`config.mk`:
```
export PLATFORM = sky130hd
export DESIGN_NAME = fcl_mac_acc
export DESIGN_NICKNAME = d
export VERILOG_FILES = /design/src/rtl/fcl_mac_acc.sv
export SDC_FILE = /design/constraint.sdc
export NUM_CORES = 1
export LEC_CHECK = 0
export CORE_MARGIN = 2
export CORE_UTILIZATION = 31
export CTS_BUF_LIST = sky130_fd_sc_hd__clkbuf_8 sky130_fd_sc_hd__clkbuf_16
export DETAILED_ROUTE_END_ITERATION = 6
export PLACE_DENSITY = 0.56
export RECOVER_POWER = 50
export SETUP_SLACK_MARGIN = 0.15
export SLEW_MARGIN = 10
export SYNTH_ARGS = -nofsm -noshare
export SYNTH_HDL_FRONTEND = slang
export SYNTH_SLANG_ARGS = --single-unit
```
`constraint.sdc`:
```
create_clock -name fcl_clk -period 12.9 [get_ports fcl_clk]
set_input_delay 2.58 -clock fcl_clk [delete_from_list [all_inputs] [get_ports fcl_clk]]
set_output_delay 2.58 -clock fcl_clk [all_outputs]
set_load 0.1 [all_outputs]
```
`src/rtl/fcl_mac_acc.sv`:
```
// fcl_mac_acc: multiply-accumulate front end of fully-connected layer 1.
// Accumulates NUM_TAPS act*wgt products per neuron, then saturates to ACC_WIDTH.
// Optional feature macro FCL_MAC_BIAS_EN: adds the fcl_bias_i port and a
// per-neuron bias add before saturation. Latency is the same in both builds.
module fcl_mac_acc #(
    parameter int unsigned DATA_WIDTH   = 8,
    parameter int unsigned WEIGHT_WIDTH = 8,
    parameter int unsigned NUM_NEURONS  = 4,
    parameter int unsigned NUM_TAPS     = 120,
    parameter int unsigned ACC_WIDTH    = 22
) (
    input  logic                                    fcl_clk,
    input  logic                                    fcl_rst,
    input  logic                                    fcl_start_i,
    input  logic                                    fcl_in_valid_i,
    output logic                                    fcl_in_ready_o,
    input  logic [DATA_WIDTH-1:0]                   fcl_act_i,
    input  logic [NUM_NEURONS-1:0][WEIGHT_WIDTH-1:0] fcl_wgt_i,
`ifdef FCL_MAC_BIAS_EN
    input  logic [NUM_NEURONS-1:0][ACC_WIDTH-1:0]   fcl_bias_i,
`endif
    output logic                                    fcl_out_valid_o,
    input  logic                                    fcl_out_ready_i,
    output logic [NUM_NEURONS-1:0][ACC_WIDTH-1:0]   fcl_out_o,
    output logic                                    fcl_busy_o
);

    localparam int unsigned PROD_W    = DATA_WIDTH + WEIGHT_WIDTH;
    localparam int unsigned ACC_INT_W = PROD_W + $clog2(NUM_TAPS) + 1;
    localparam int unsigned SUM_W     = ((ACC_INT_W > ACC_WIDTH) ? ACC_INT_W : ACC_WIDTH) + 1;
    localparam int unsigned CNT_W     = 8;
    localparam logic [CNT_W-1:0] CNT_LAST = CNT_W'(NUM_TAPS - 1);
    localparam logic signed [SUM_W-1:0] SAT_MAX =
        {{(SUM_W-ACC_WIDTH+1){1'b0}}, {(ACC_WIDTH-1){1'b1}}};
    localparam logic signed [SUM_W-1:0] SAT_MIN =
        {{(SUM_W-ACC_WIDTH+1){1'b1}}, {(ACC_WIDTH-1){1'b0}}};

    typedef enum logic [2:0] {
        S_IDLE,
        S_ACCUM,
        S_DRAIN,
        S_FINAL,
        S_OUT
    } state_e;

    state_e                                  state_q, state_d;
    logic [CNT_W-1:0]                        cnt_q, cnt_d;
    logic                                    prod_vld_q, prod_vld_d;
    logic signed [PROD_W-1:0]                prod_q [NUM_NEURONS];
    logic signed [PROD_W-1:0]                prod_d [NUM_NEURONS];
    logic signed [ACC_INT_W-1:0]             acc_q  [NUM_NEURONS];
    logic signed [ACC_INT_W-1:0]             acc_d  [NUM_NEURONS];
    logic [NUM_NEURONS-1:0][ACC_WIDTH-1:0]   out_q, out_d;
    logic                                    out_valid_q, out_valid_d;
    logic                                    in_ready_q, in_ready_d;
    logic                                    busy_q, busy_d;

    logic signed [PROD_W-1:0]                act_ext_c;
    logic signed [SUM_W-1:0]                 sum_c;
    logic [NUM_NEURONS-1:0][ACC_WIDTH-1:0]   sat_c;

    function automatic logic [ACC_WIDTH-1:0] sat_f(input logic signed [SUM_W-1:0] s);
        logic [ACC_WIDTH-1:0] r;
        if (s > SAT_MAX) begin
            r = SAT_MAX[ACC_WIDTH-1:0];
        end else if (s < SAT_MIN) begin
            r = SAT_MIN[ACC_WIDTH-1:0];
        end else begin
            r = s[ACC_WIDTH-1:0];
        end
        return r;
    endfunction

    // Widened (optionally biased) sum per neuron, clamped to the output range.
    always_comb begin
        sum_c = '0;
        sat_c = '0;
        for (int k = 0; k < int'(NUM_NEURONS); k++) begin
`ifdef FCL_MAC_BIAS_EN
            sum_c = SUM_W'(acc_q[k]) + SUM_W'($signed(fcl_bias_i[k]));
`else
            sum_c = SUM_W'(acc_q[k]);
`endif
            sat_c[k] = sat_f(sum_c);
        end
    end

    // Next-state, datapath and registered-output computation.
    always_comb begin
        state_d     = state_q;
        cnt_d       = cnt_q;
        prod_vld_d  = 1'b0;
        prod_d      = prod_q;
        acc_d       = acc_q;
        out_d       = out_q;
        out_valid_d = out_valid_q;
        act_ext_c   = PROD_W'($signed(fcl_act_i));

        // A product registered on the previous edge is folded in now.
        if (prod_vld_q) begin
            for (int k = 0; k < int'(NUM_NEURONS); k++) begin
                acc_d[k] = acc_q[k] + ACC_INT_W'(prod_q[k]);
            end
        end

        case (state_q)
            S_IDLE: begin
                if (fcl_start_i) begin
                    state_d = S_ACCUM;
                    cnt_d   = '0;
                    for (int k = 0; k < int'(NUM_NEURONS); k++) begin
                        acc_d[k] = '0;
                    end
                end
            end
            S_ACCUM: begin
                if (fcl_in_valid_i && in_ready_q) begin
                    prod_vld_d = 1'b1;
                    cnt_d      = cnt_q + CNT_W'(1);
                    for (int k = 0; k < int'(NUM_NEURONS); k++) begin
                        prod_d[k] = act_ext_c * PROD_W'($signed(fcl_wgt_i[k]));
                    end
                    if (cnt_q == CNT_LAST) begin
                        state_d = S_DRAIN;
                    end
                end
            end
            S_DRAIN: begin
                state_d = S_FINAL;
            end
            S_FINAL: begin
                out_d       = sat_c;
                out_valid_d = 1'b1;
                state_d     = S_OUT;
            end
            S_OUT: begin
                if (fcl_out_ready_i) begin
                    out_valid_d = 1'b0;
                    state_d     = S_IDLE;
                end
            end
            default: begin
                state_d = S_IDLE;
            end
        endcase

        in_ready_d = (state_d == S_ACCUM);
        busy_d     = (state_d != S_IDLE);
    end

    // State, datapath and output registers.
    always_ff @(posedge fcl_clk or posedge fcl_rst) begin
        if (fcl_rst) begin
            state_q     <= S_IDLE;
            cnt_q       <= '0;
            prod_vld_q  <= 1'b0;
            for (int k = 0; k < int'(NUM_NEURONS); k++) begin
                prod_q[k] <= '0;
                acc_q[k]  <= '0;
            end
            out_q       <= '0;
            out_valid_q <= 1'b0;
            in_ready_q  <= 1'b0;
            busy_q      <= 1'b0;
        end else begin
            state_q     <= state_d;
            cnt_q       <= cnt_d;
            prod_vld_q  <= prod_vld_d;
            for (int k = 0; k < int'(NUM_NEURONS); k++) begin
                prod_q[k] <= prod_d[k];
                acc_q[k]  <= acc_d[k];
            end
            out_q       <= out_d;
            out_valid_q <= out_valid_d;
            in_ready_q  <= in_ready_d;
            busy_q      <= busy_d;
        end
    end

    assign fcl_in_ready_o  = in_ready_q;
    assign fcl_out_valid_o = out_valid_q;
    assign fcl_out_o       = out_q;
    assign fcl_busy_o      = busy_q;

endmodule

```
==> summary.md <==
| Metric | Value |
|---|---|
| I/O pin cnt | 136 |
| Via/cell ratio | 4.717 |
| Gr usage total | 0.1503 |
| ANT cells | 0 |
| Cell area power density | 224.6 nW/um^2 |
| Tot Pwr | 0.006303 W |
| Crit path max-delay family | adder cells |
| Initial antenna violation count | 2 |
| Final slew viol count | 322 |
| Status | finished, violations left |
| Relative slew margins | -2.535 |
| Critical path cell sequence | clkdlybuf4s50_1, and2_1, fa_1, inv_1, fa_1, inv_1, fa_1, inv_1, fa_1, inv_1, ha_1, or3_1, o211a_1, or3_1, a31o_2 |
| Max Clk Rate | 0.1434 GHz |
| Crit share post-route | 0.5405 |
| MaxCap Viol Count | 5 |
| Core ar. | 78870 sq um |
| Yosys reg bits | 263 |
| Worst Setup Slack, final | 5928 ps |
| DRC Markers | 0 |
| Die area | 81910 sq um |
| Root Buffer | clkbuf_16 |
| Setup TNS | 0 ps |
| CP max stage cell | clkdlybuf4s50_1 |
| HP Class | reg -> reg |
| Commonest non-fill, non-tap cell in the layout | inv_1 |
| Drt pass-1 iters | 5 |
| DRT iter0 DRCs | 742 |
| Final Hold Vio Count | 0 |
| Final setup viols | 0 |
| Final Skew | 11.57 ps |
| Vias in the first global route | 18890 |
| Initial core utilization | 0.3130 |
| Critical path arrival | 7430 ps |
| Routed Antenna Nets | 0 |
| Max Fanout on Critical Path | 8 |
| EDFF count, synth | 0 |
| Peak per-stage delay on the critical path | 630 ps |
| DIE HEIGHT | 286.2 um |
| Post-Synthesis Cells | 2801 |
| Largest net degree at the start of global routing | 148 |
| Post-synthesis sequential area ratio | 0.2666 |
| Synth async-reset ratio | 1.000 |
| Post-route cell area | 28070 sq um |
| Crit path capture type | register |
| Synth Area per Inst | 8.814 sq um |
| Share of cells above drive strength 1 | 0.03032 |
| Pre-CTS WS | 5316 ps |
| Postcts setup bufs | 0 |
| Vias | 18640 |
| CP Launch Type | input port |
| Wire length per cell | 15.37 um |
| Post-Syn Nets | 3279 |
| CTS H-tree lvls | 1 |
| Sinks on Clock Net | 263 |
| Yosys warning count | 0 |
| Most frequent cells in the layout | 364 x inv_1, 349 x nand2_1, 262 x dfrtp_1 |
| Clock buffer depth | 3 |
| Main synth FF type | dfrtp_1 |
| Rows | 103 |
| Die extent in x | 286.2 um |
| Dpl hpwl | 46.66 mm |
| Gr ovfl total | 0 |
| Routed wire length | 60.74 mm |
| Failing checks | capacitance limit, slew limit |
| Fillers | 8225 |
| Clk pin slew, worst setup/hold paths | 60 ps |
| Synthesized area | 24690 sq um |
| Pleak | 13.41 nW |
| Share of the synthesized area in the top cell type | 0.2666 |
| Worst path buffer plus inverter count | 5 |
| CTS Buf Count | 31 |
| Inst Count DP | 3899 |
| Placement Cell Area | 27150 sq um |
| Area contributors post-synth | dfrtp_1 27%, fa_1 18%, ha_1 11%, inv_1 5.4%, nand2_1 5.3% |
| TritonCTS clock tree | built |
| First-pass GRT wire length | 101.2 mm |
| Worst-skew pair later-pin latency | 580 ps |
| Worst Tran Pin Value | 5273 ps |
| Worst Path Required | 13360 ps |
| Distinct cells, synth | 68 |
| Cts repair resizes | 0 |
| WS Path Type | in -> reg |
| Hold_buf cts | 0 |
| Leading area contributor after synthesis | dfrtp_1 |
| Peak VDD IR | 134.2 uV |
| IO buf count | 135 |
| Final #Nets | 3360 |
| Layout area overhead | 13.69% |
| GP Congestion | 0.8618 |
| RSZ-0062 raised after global routing | false |
| Tmin final | 6972 ps |
| Non-Filler Instances | 3952 |
[routing by layer]
| metal | vias up | track usage | wire, um | part of all wire |
|---|---|---|---|---|
| met4 | 4 | 0.03037 | 988 | 0.016 |
| met3 | 62 | 0.02099 | 2213 | 0.036 |
| li1 | 9314 | - | - | - |
| met2 | 227 | 0.2329 | 26350 | 0.43 |
| met1 | 9035 | 0.2229 | 31160 | 0.51 |
| met5 | - | 0 | 23 | 0.00038 |
[final cells by class]
cell class	count	area [sq um]	area share
Tap cell	1050	1314	0.04681
Multi-Input combinational cell	2075	16370	0.5832
Timing Repair Buffer	155	1503	0.05354
Inverter	356	1338	0.04765
Clock buffer	36	844.6	0.03009
Clock inverter	17	113.9	0.004057
Sequential cell	263	6585	0.2346
[where the power goes]
| part | internal, W | total [W] | leakage, nW | switching, W |
|---|---|---|---|---|
| clock network | 0.000482 | 0.000843 | 0.508 | 0.000362 |
| logic | 0.00179 | 0.00409 | 9.57 | 0.00230 |
| registers | 0.00109 | 0.00137 | 3.33 | 0.000276 |
| total | 0.00336 | 0.00630 | 13.4 | 0.00294 |
[Yosys cell counts (37+ instances only)]
cell type,n
dfrtp_1,263
nor2_1,233
nand2_1,349
fa_1,224
a21oi_1,115
inv_1,354
a21o_1,45
o21ai_0,191
nand3_1,37
mux2i_1,46
nor2b_1,40
xnor2_1,79
xor2_1,47
clkbuf_1,97
and2_1,176
ha_1,209
[worst reg2reg max path, delay by kind of cell, from the launching register on]
| kind | cells | cell delay, ps |
|---|---|---|
| buffers and inverters | 2 | 3250 |
| DFF | 1 | 480 |
| and+or+nand+nor | 2 | 620 |
| AOI/OAI and AO/OA | 1 | 390 |
[state kept, by name, summed over array words and instances (netlist names)]
name	cells
prod_vld_q	1
fcl_out_o	88
fcl_in_ready_o	1
cnt_q	8
acc_q	96
fcl_busy_o	1
prod_q	64
state_q	3
fcl_out_valid_o	1
[path summary, 6_finish.rpt]
| check | from | end | cells after the start | slack (ps) |
|---|---|---|---|---|
| max | fcl_wgt_i[3] | prod_q[62] | 15 | 5930 |
| min | fcl_out_o[40] | fcl_out_o[40] | 2 | 470 |
| max reg2reg | state_q[1] | acc_q[90] | 5 | 8040 |
| min reg2reg | fcl_out_o[40] | fcl_out_o[40] | 2 | 470 |
| max in group asynchronous | fcl_rst | acc_q[38] | 2 | 6470 |
| min in group asynchronous | fcl_rst | fcl_out_o[34] | 2 | 4090 |
[cell families after synthesis]
group | after synthesis | share of synthesized area
adders and majority gates | 433 | 0.2876
DFF | 263 | 0.2666
muxes | 54 | 0.02230
AOI/OAI and AO/OA | 523 | 0.1312
and+or+nand+nor | 939 | 0.1772
xor gates and xnor gates | 126 | 0.04470
buffers and inverters | 463 | 0.07040
[stage by stage]
step                      hold slack, ps    util
final                              474.9  0.3559
after global routing               502.0  0.3559
after CTS                          482.7  0.3563
after detailed placement           469.0  0.3442
after global placement             461.4  0.3442
after floorplan                    445.3       -
(Power assumes the default switching activity.)
